### src/rtl/bus_initiator_pkg.sv
// Shared definitions for the peripheral bus initiator: access sizes, FSM states, helpers.
package bus_initiator_pkg;

    localparam logic [1:0] SZ_B = 2'd0;
    localparam logic [1:0] SZ_H = 2'd1;
    localparam logic [1:0] SZ_W = 2'd2;

    typedef enum logic [1:0] {
        ST_IDLE = 2'd0,
        ST_REQ  = 2'd1,
        ST_RSP  = 2'd2,
        ST_GAP  = 2'd3
    } state_t;

    // Reserved size code 3 is issued on the bus as a word access.
    function automatic logic [1:0] norm_size(input logic [1:0] sz);
        return (sz == 2'd3) ? SZ_W : sz;
    endfunction

    // Byte increment between consecutive beats of an incrementing burst.
    function automatic logic [31:0] size_incr(input logic [1:0] sz);
        case (sz)
            SZ_B:    return 32'd1;
            SZ_H:    return 32'd2;
            default: return 32'd4;
        endcase
    endfunction

endpackage

### src/rtl/bus_initiator_tmo.sv
// Per-beat timeout counter: cleared by load, counts while enabled, flags the final waiting cycle.
module bus_initiator_tmo #(
    parameter int unsigned TMO = 255
) (
    input  logic clk,
    input  logic rstb,
    input  logic load,
    input  logic en,
    output logic expired_c
);

    localparam int unsigned TW = $clog2(TMO + 1);

    logic [TW-1:0] cnt;

    // Count cycles spent waiting for ready; expiry lands on the TMO-th such cycle.
    always_ff @(posedge clk) begin
        if (!rstb) begin
            cnt <= '0;
        end else if (load) begin
            cnt <= '0;
        end else if (en) begin
            cnt <= cnt + TW'(1);
        end
    end

    assign expired_c = en && (cnt == TW'(TMO - 1));

endmodule

### src/rtl/bus_initiator.sv
// Bus initiator: takes one single/burst command, issues one bus access per beat, returns per-beat responses.
module bus_initiator
    import bus_initiator_pkg::*;
#(
    parameter int unsigned CW  = 8,
    parameter int unsigned TMO = 255
) (
    input  logic          clk,
    input  logic          rstb,
    input  logic          cmd_valid,
    output logic          cmd_ready,
    input  logic          cmd_write,
    input  logic [31:0]   cmd_addr,
    input  logic [1:0]    cmd_size,
    input  logic [CW-1:0] cmd_count,
    input  logic [31:0]   cmd_wdata,
    output logic          rsp_valid,
    input  logic          rsp_ready,
    output logic [31:0]   rsp_rdata,
    output logic          rsp_err,
    output logic          rsp_last,
    output logic          valid,
    output logic          write,
    output logic [31:0]   addr,
    output logic [1:0]    size,
    output logic [31:0]   wdata,
    input  logic [31:0]   rdata,
    input  logic          ready
);

    state_t        state;
    logic [CW-1:0] count;
    logic [CW-1:0] beat;
    logic          is_last_c;
    logic          tmo_load_c;
    logic          tmo_en_c;
    logic          tmo_exp_c;

    assign is_last_c  = (beat == count);
    assign tmo_load_c = (state != ST_REQ);
    assign tmo_en_c   = (state == ST_REQ) && !ready;

    bus_initiator_tmo #(
        .TMO (TMO)
    ) u_tmo (
        .clk       (clk),
        .rstb      (rstb),
        .load      (tmo_load_c),
        .en        (tmo_en_c),
        .expired_c (tmo_exp_c)
    );

    // Command/beat sequencer; GAP waits out the responder's echoed ready before the next beat.
    always_ff @(posedge clk) begin
        if (!rstb) begin
            state     <= ST_IDLE;
            cmd_ready <= 1'b0;
            valid     <= 1'b0;
            write     <= 1'b0;
            addr      <= 32'h0;
            size      <= 2'd0;
            wdata     <= 32'h0;
            rsp_valid <= 1'b0;
            rsp_rdata <= 32'h0;
            rsp_err   <= 1'b0;
            rsp_last  <= 1'b0;
            count     <= '0;
            beat      <= '0;
        end else begin
            case (state)
                ST_IDLE: begin
                    if (cmd_valid && cmd_ready) begin
                        cmd_ready <= 1'b0;
                        write     <= cmd_write;
                        addr      <= cmd_addr;
                        size      <= norm_size(cmd_size);
                        wdata     <= cmd_wdata;
                        count     <= cmd_count;
                        beat      <= '0;
                        valid     <= 1'b1;
                        state     <= ST_REQ;
                    end else begin
                        cmd_ready <= 1'b1;
                    end
                end
                ST_REQ: begin
                    if (ready) begin
                        valid     <= 1'b0;
                        rsp_valid <= 1'b1;
                        rsp_rdata <= write ? 32'h0 : rdata;
                        rsp_err   <= 1'b0;
                        rsp_last  <= is_last_c;
                        state     <= ST_RSP;
                    end else if (tmo_exp_c) begin
                        valid     <= 1'b0;
                        rsp_valid <= 1'b1;
                        rsp_rdata <= 32'h0;
                        rsp_err   <= 1'b1;
                        rsp_last  <= is_last_c;
                        state     <= ST_RSP;
                    end
                end
                ST_RSP: begin
                    if (rsp_ready) begin
                        rsp_valid <= 1'b0;
                        rsp_err   <= 1'b0;
                        rsp_last  <= 1'b0;
                        addr      <= addr + size_incr(size);
                        state     <= ST_GAP;
                    end
                end
                ST_GAP: begin
                    if (!ready) begin
                        if (is_last_c) begin
                            cmd_ready <= 1'b1;
                            state     <= ST_IDLE;
                        end else begin
                            beat  <= beat + CW'(1);
                            valid <= 1'b1;
                            state <= ST_REQ;
                        end
                    end
                end
                default: begin
                    state <= ST_IDLE;
                end
            endcase
        end
    end

endmodule

### config.mk
export PLATFORM = sky130hd
export DESIGN_NAME = bus_initiator
export DESIGN_NICKNAME = d
export VERILOG_FILES = /design/src/rtl/bus_initiator_pkg.sv /design/src/rtl/bus_initiator_tmo.sv /design/src/rtl/bus_initiator.sv
export SDC_FILE = /design/constraint.sdc
export NUM_CORES = 1
export LEC_CHECK = 0
export ABC_CLOCK_PERIOD_IN_PS = 5100
export CAP_MARGIN = 10
export CORE_UTILIZATION = 40
export CTS_CLUSTER_DIAMETER = 150
export DETAILED_ROUTE_END_ITERATION = 16
export PLACE_DENSITY = 0.76
export SETUP_SLACK_MARGIN = 0.1
export SLEW_MARGIN = 20
export SYNTH_ARGS = -nofsm -noshare
export SYNTH_HDL_FRONTEND = slang
export SYNTH_SLANG_ARGS = --single-unit
### constraint.sdc
create_clock -name clk -period 5.1 [get_ports clk]
set_clock_uncertainty 0.1 [all_clocks]
set_input_delay 0.765 -clock clk [delete_from_list [all_inputs] [get_ports clk]]
set_output_delay 0.765 -clock clk [all_outputs]
set_load 0.05 [all_outputs]
### After elaboration in Yosys (flattened, before gate mapping)

Index checks and enable logic that the tools add are counted.

* equal/unequal tests: 14
* bitwise gates (word level): 1
* mux-type cells: 41
* reductions and logical operators: 20
* $add $sub $neg: 3

Operator list (number)
* 32-bit two-way mux: 8
* 32-bit case mux with 2 select lines: 1
* 32-bit adder: 1
* 8-bit two-way mux: 3
* 8-bit by 1-bit adder with 8-bit output, second input constant: 2
* 8-bit case mux with 2 select lines: 1
* 1-bit two-way mux: 15
* 2-bit two-way mux: 6
* 2-bit != test, second input constant: 5
* 3-bit AND reduction: 3
* 8-bit == test: 1
* 8-bit == test, second input constant: 1
* 1-bit case mux with 2 select lines: 4
* 2-bit case mux with 4 select lines: 1
* 4-bit AND reduction: 2
* 2-bit nonzero test: 4
* 2-bit == test, second input constant: 3
* 3-bit case mux with 2 select lines: 1
* 5-bit AND reduction: 1
* 2-bit by 1-bit == test with 1-bit output, second input constant: 2
* 2-bit logical NOT: 2
* 2-bit AND reduction: 2
* 1-bit logical AND: 3
* 3-bit != test, second input constant: 1
* other kinds (6): 6

* output and inout port bits: 104
* flip-flop bits (word level): 130
* input port bits: 112
* logic and storage cells: 93

### Logic depth before layout (Yosys ltp)

Gate-level depths: netlist of the first run.

* depth in word-level cells: 8
* mapped depth: 9
* depth with buffers taken out: 8

### Modules after synthesis

From an unflattened synthesis of the first run, not the netlist that was laid out.

* cells, all modules: 772
* area total of the unflattened synthesis: 6098.3 sq um

By module, submodules not included
* bus_initiator: instances 1, area each 5729.2 sq um, cells an instance 730, sequential area each 2442.3 sq um
* bus_initiator_tmo: instances 1, area each 369.1 sq um, cells an instance 42, sequential area each 160.2 sq um

### Worst setup path before layout of the first run

Ideal clock, no wire load.

* kind: reg-to-reg
* start: reg size[1]
* end: reg addr[31]
* data required time: 4.928 ns
* data arrival time: 2.351 ns
* setup slack: 2.577 ns
* stages on the path, launching flop included: 9
* period minus slack after synthesis: 2.523 ns
* path buffers: 2
* path through: dfxtp_1 clkbuf_1 ha_1 clkbuf_1 a21oi_1 a211oi_2 nand2_1 nor4_1 mux2i_1

* longest elaborated chain between the ends: 8

RTL lines
* from (decl): line bus_initiator.sv:25 `output logic [1:0] size,`
* from (signal assigned): line bus_initiator.sv:76 `size <= norm_size(cmd_size);`
* 2-bit by 1-bit == test with 1-bit output or 2-bit logical NOT (tied branches): line bus_initiator_pkg.sv:22 `case (sz)`
* 3-bit case mux with 2 select lines (*): line bus_initiator_pkg.sv:22
* 32-bit two-way mux (*): line bus_initiator.sv:104 `if (rsp_ready) begin`
* 32-bit two-way mux (*): line bus_initiator.sv:70 `case (state)`
* 32-bit two-way mux (*): line bus_initiator.sv:55 `if (!rstb) begin`
* 32-bit adder (*): line bus_initiator.sv:108 `addr <= addr + size_incr(size);`
* 32-bit two-way mux (*): line bus_initiator.sv:104
* 32-bit case mux with 2 select lines (*): line bus_initiator.sv:70
* to (signal assigned): line bus_initiator.sv:75 `addr <= cmd_addr;`
* to (signal assigned): line bus_initiator.sv:108
* to (decl): line bus_initiator.sv:24 `output logic [31:0] addr,`

Every way passes the cells marked *; elsewhere a longest branch is shown, timed or not. The select of a mux whose other input is x is not followed.
A chain may end at the register's enable or synchronous reset.

### Worst setup path after layout of the first run

* start: reg write
* end: out write

RTL lines
* from (decl): line bus_initiator.sv:23 `output logic write,`
* from (signal assigned): line bus_initiator.sv:74 `write <= cmd_write;`

No word-level cell between the ends.

==> results of run 1 <==
==> cells in the final DEF, fill, tap and decap left out, drive strengths merged, types with 4 or more instances in the layout <==
cell type	n
clkdlybuf4s50	215
nand2	169
dfxtp	130
a21oi	111
nor2	41
nand4b	33
nand3	24
clkbuf	22
o21ai	19
xnor2	13
nand4	13
nor3	13
and3	11
nor4	11
inv	10
buf	10
ha	10
nand2b	9
a31oi	9
mux2i	9
o22ai	8
clkinv	6
o211ai	6
or4	6
xor2	5
nor2b	4
o211a	4
or3	4
a22oi	4
a21o	4
a211oi	4
==> worst register-to-register path, delay by kind of cell, from the launching register on <==
family	cells	cell delay [ns]
AOI/OAI and AO/OA	1	0.19
adders and majority gates	1	0.18
buffers and inverters	3	0.68
DFF	1	0.40
and+or+nand+nor	3	1.17
==> final cells by class <==
type / count / area (sq um) / share of cell area (%)
Multi-Input combinational cell: 585 / 3376 / 37.11
Clock inverter: 10 / 130.1 / 1.430
Inverter: 11 / 42.54 / 0.4676
Sequential cell: 130 / 2603 / 28.61
Clock buffer: 22 / 484.2 / 5.323
Timing Repair Buffer: 225 / 2227 / 24.48
Tap cell: 188 / 235.2 / 2.586
==> stage by stage <==
step | utilization [%] | hold slack (ns) | total power, mW | setup slack (ns) | cells
2_1_floorplan | - | 0.3488 | 2.993 | 2.577 | 781
6_report | 59.84 | 0.3476 | 4.975 | 1.935 | 1171
4_1_cts | 59.84 | 0.3497 | 4.992 | 1.926 | 1171
5_1_grt | 59.84 | 0.3647 | 5.233 | 1.839 | 1171
3_5_place_dp | 55.79 | 0.3430 | 3.723 | 1.945 | 1139
3_3_place_gp | 55.79 | 0.3373 | 3.703 | 1.914 | 1139
==> logic make-up (layout without fill, tap and decap cells) <==
| logic type | after synthesis | after routing | share of synthesized area (%) |
|---|---|---|---|
| flip-flops | 130 | 130 | 41.80 |
| buffers and inverters | 66 | 268 | 4.180 |
| XOR/XNOR | 18 | 18 | 2.532 |
| multiplexers | 11 | 11 | 1.809 |
| AND/OR/NAND/NOR | 342 | 342 | 27.45 |
| adder cells (fa/ha/maj) | 11 | 11 | 2.331 |
| AO/OA/AOI/OAI | 203 | 203 | 19.90 |
==> flip-flops by register name, summed over array words and instances (netlist names), 2 cells and up <==
register   count
rsp_rdata     32
beat           8
u_tmo.cnt      8
count          8
size           2
addr          32
wdata         32
state          2
==> per-layer routing <==
layer | part of all wire [%] | track usage (%) | vias to the layer above
met4 | 2.5 | 8.964 | 0
met1 | 46 | 30.73 | 2973
met2 | 45 | 35.59 | 253
met5 | 0 | 0 | -
met3 | 6.6 | 6.537 | 43
li1 | - | - | 3171
==> where the power goes <==
part           leakage [nW]  switching, mW  internal, mW
combinational          1.80           1.46         0.786
sequential             1.06          0.248          1.23
clock                 0.302          0.442         0.816
==> synth_stat cells (4+ instances only) <==
library cell	n
a31oi_1	9
nor4_1	10
clkbuf_1	49
o211a_1	4
nor2_1	41
o211ai_1	6
dfxtp_1	130
nor3_1	11
ha_1	10
nand2b_1	9
o22ai_1	8
nand4_1	11
o21ai_0	19
inv_1	10
nand2_1	169
a21o_1	4
xor2_1	5
a21oi_1	111
or4_1	5
and3_1	11
mux2i_1	9
nand3_1	24
nand4b_1	33
xnor2_1	13
a22oi_1	4
or3_1	4
nor2b_1	4
==> worst paths after layout <==
check / end / start / slack [ns]
hold reg to reg: rsp_rdata[17] / rsp_rdata[17] / 0.35
setup reg to reg: addr[1] / state[0] / 2.28
hold / removal: rsp_rdata[17] / rsp_rdata[17] / 0.35
setup / recovery: write / write / 1.94
==> results.toml, run 1 <==
[synthesis]
ys_warn_count = 0
ys.flop_type = "dfxtp_1"
syn_area_sq_um = 6226
synth-async-reset-ratio_pct = 0
yosys.area.top_type = "dfxtp_1"
syn-instance-count = 781
synth_cell_types = 65
synth_area_leaders = "dfxtp_1, nand2_1, a21oi_1"
synth.avg_cell_area_sq_um = 7.972
syn_nets = 904
ys_seq_area_share_pct = 41.80
synth-edff-count = 0
synth-seq-cells = 130
yosysTopAreaCellShare_pct = 41.80

[clocking]
clockBufferDepth = 2
hold_buffers = 0
clk-insertion-delay-late_ns = 0.42
clkSinkCount = 130
post_cts_resized = 0
htreeDepth = 4
clk_pin_slew_ns = 0.06
cts_root_buf = "clkbuf_16"
post_cts_buffers = 0
numCtsBuffers = 17
cts_tree = "built"

[pwr]
irDropWorstVdd_v = 0.0002758
p_per_area_nw_per_um2 = 546.9
leakage_nw = 3.161

[die]
rows = 45
die_area_sq_um = 16070
die_height_microns = 126.8
pin_count = 216
start_util_pct = 40.95
placeableCoreArea_sq_um = 15200
dieWidth_microns = 126.8

[global_routing]
grt_usage_pct = 23.15
grt_pass1_wl_microns = 29660
grt_pass1_vias = 5814
grt_overflow = 0
antenna_found_initial = 0
grt_max_degree = 64

[critical_path]
cpPeakStageDelay_ns = 0.95
crit_cells = 1
cpLargestDelayFamily = "buffers and inverters"
crit_required_ns = 4.24
arrival_ns = 2.30
slowest_stage = "clkdlybuf4s50_1"
cp-end-kind = "output pin"
reg2regPathDepth = 8
path_max_fanout = 34
crit_chain = "clkdlybuf4s50_1"
cp-start-kind = "flop"
crit_buf_inv = 1
critical_path_class = "reg2out"

[placement]
place_area_sq_um = 8482
hpwlAfterDp_microns = 12740
port_buffers = 215
place_congestion = 0.8872

[detailed_routing]
drt-pass1-iter-count = 5
wl_per_cell_microns = 16.01
drtAntennaViolNets = 0
drt_iter0_drc = 659
drc = 0
routed_wl_microns = 18750
via_count = 6440
drt-vias-per-instance = 5.500

[timing]
finalCritPeriodShare_pct = 62.06
slew_viol_final = 0
hold_violations = 0
tns_ns = 0
min_period_ns = 3.165
tightest_slew_ns = 1.042
grt_setup_unrepaired = "no"
max_slew_margin_pct = 30.14
max_freq_mhz = 316.0
setup-violations-final = 0

[layout]
fill_cells = 1370
nNetsFinal = 1093
final_area_sq_um = 9097
syn_to_final_growth_pct = 46.12
layout-drive-gt1-share_pct = 6.104
diodes = 0

[flow_run]
maxCapViolCount = 0

[hold_path]
worst_hold_path.num_cells = 2
hp-class = "reg2reg"

[status]
outcome = "finished, final reports clean"
Power figures use the tool's default switching activity.
==> inputs of run 2 (changes only) <==
- ABC_CLOCK_PERIOD_IN_PS: 5100 -> 3120
- clock period: 5.1 -> 3.12 ns (I/O delays scaled with it)
==> run 2 against run 1 <==
Highest routed layer unchanged; critical path depth increased by 4; combinational power rose by 69%; total power grew 64%; cell count rose by 0.94%; die area unchanged; worst hold slack gained 0.0010 ns; register-to-register slack worse by 1.8 ns; worst setup slack got worse by 1.5 ns; wire length is 2.5% higher; non-clock buffer count increased by 11; design area grew 0.87%.
==> results.toml, run 2 (same netlist as run 1, synthesis figures left out) <==
[critical_path]
cp-end-kind = "flop"
crit_required_ns = 3.36
reg2regPathDepth = 5
critical_path_class = "reg2reg"
cp-start-kind = "flop"
arrival_ns = 2.88
path_max_fanout = 9

[global_routing]
grt_pass1_wl_microns = 30780
grt_pass1_vias = 5954
grt_overflow = 0
grt_usage_pct = 24.17
antenna_found_initial = 0
grt_max_degree = 47

[die]
pin_count = 216
rows = 45
die_area_sq_um = 16070
placeableCoreArea_sq_um = 15200
dieWidth_microns = 126.8
start_util_pct = 40.95
die_height_microns = 126.8

[clocking]
htreeDepth = 4
numCtsBuffers = 17
cts_tree = "built"
clockBufferDepth = 2
hold_buffers = 0
clk_pin_slew_ns = 0.06
post_cts_buffers = 0
post_cts_resized = 0
clk-insertion-delay-late_ns = 0.42
cts_root_buf = "clkbuf_16"
clkSinkCount = 130

[placement]
hpwlAfterDp_microns = 13320
place_area_sq_um = 8577
port_buffers = 215
place_congestion = 0.8883
dp.cells = 1150

[layout]
syn_to_final_growth_pct = 47.39
seq_area_sq_um = 2603
layout-drive-gt1-share_pct = 7.243
diodes = 0
fill_cells = 1371
layout_commonest_cell = "clkdlybuf4s50_1"
final_area_sq_um = 9176
final_util_pct = 60.36
nNetsFinal = 1104
instances_no_fill = 1182
multi_input_area_sq_um = 3376
largestRegisters = "addr: 32 flops, rsp_rdata: 32 flops, wdata: 32 flops"
layout_common_cells = "clkdlybuf4s50_1, nand2_1, dfxtp_1"

[detailed_routing]
drt-pass1-iter-count = 5
drt-vias-per-instance = 5.482
drt_iter0_drc = 590
drtAntennaViolNets = 0
wl_per_cell_microns = 16.25
routed_wl_microns = 19210
drc = 0
via_count = 6480

[timing]
whs_ns = 0.3487
tns_ns = 0
max_freq_mhz = 378.7
grt_setup_unrepaired = "no"
max_slew_margin_pct = 58.39
setup-violations-final = 0
finalCritPeriodShare_pct = 84.63
min_period_ns = 2.641
hold_violations = 0
tightest_slew_ns = 0.6184
slew_viol_final = 0

[pwr]
p_per_area_nw_per_um2 = 889.4
irDropWorstVdd_v = 0.0004480
leakage_nw = 3.214

[flow_run]
maxCapViolCount = 0

[hold_path]
hp-class = "reg2reg"
worst_hold_path.num_cells = 2

[status]
outcome = "finished, final reports clean"
-- run 2: where the power goes --
part | total (mW) | switching [mW] | internal, mW
sequential | 2.39 | 0.381 | 2.00
combinational | 3.78 | 2.44 | 1.34
clock | 2.00 | 0.725 | 1.27
-- run 2: path summary, 6_finish.rpt --
check | start | to | slack [ns]
setup / recovery | addr[9] | addr[31] | 0.48
hold / removal | rsp_rdata[25] | rsp_rdata[25] | 0.35
setup reg to reg | addr[9] | addr[31] | 0.48
hold reg to reg | rsp_rdata[25] | rsp_rdata[25] | 0.35
-- run 2: final cells by class --
| class | instances | area share [%] |
|---|---|---|
| repair buffers | 236 | 25.31 |
| inverters | 11 | 0.4500 |
| flip-flops and latches | 130 | 28.36 |
| clock inverters | 10 | 1.145 |
| well taps | 188 | 2.563 |
| multi-input cells | 585 | 36.79 |
| clock buffers | 22 | 5.386 |
-- run 2: through the flow --
step	worst slack (ns)	power, mW
CTS	0.5130	8.193
global placement	0.5119	6.128
detailed placement	0.4607	6.167
floorplan	0.5968	4.892
global route	0.3596	8.597
finish	0.4794	8.161
-- run 2: critical path, cell delays in order (launching register included) --
cell and delay (ns):
dfxtp_1 0.49, nand4_4 0.24, nor4_1 0.63, nand2_1 0.38
nor4_1 0.48, mux2i_1 0.25
-- run 2: metal layers --
| metal | vias to the layer above | wire length, microns | part of all wire (%) | GRT usage, % |
|---|---|---|---|---|
| li1 | 3196 | - | - | - |
| met1 | 2998 | 8532 | 44 | 31.01 |
| met2 | 256 | 9055 | 47 | 39.29 |
| met3 | 30 | 1211 | 6.3 | 5.694 |
| met4 | 0 | 408 | 2.1 | 9.454 |
| met5 | - | 0 | 0 | 0 |
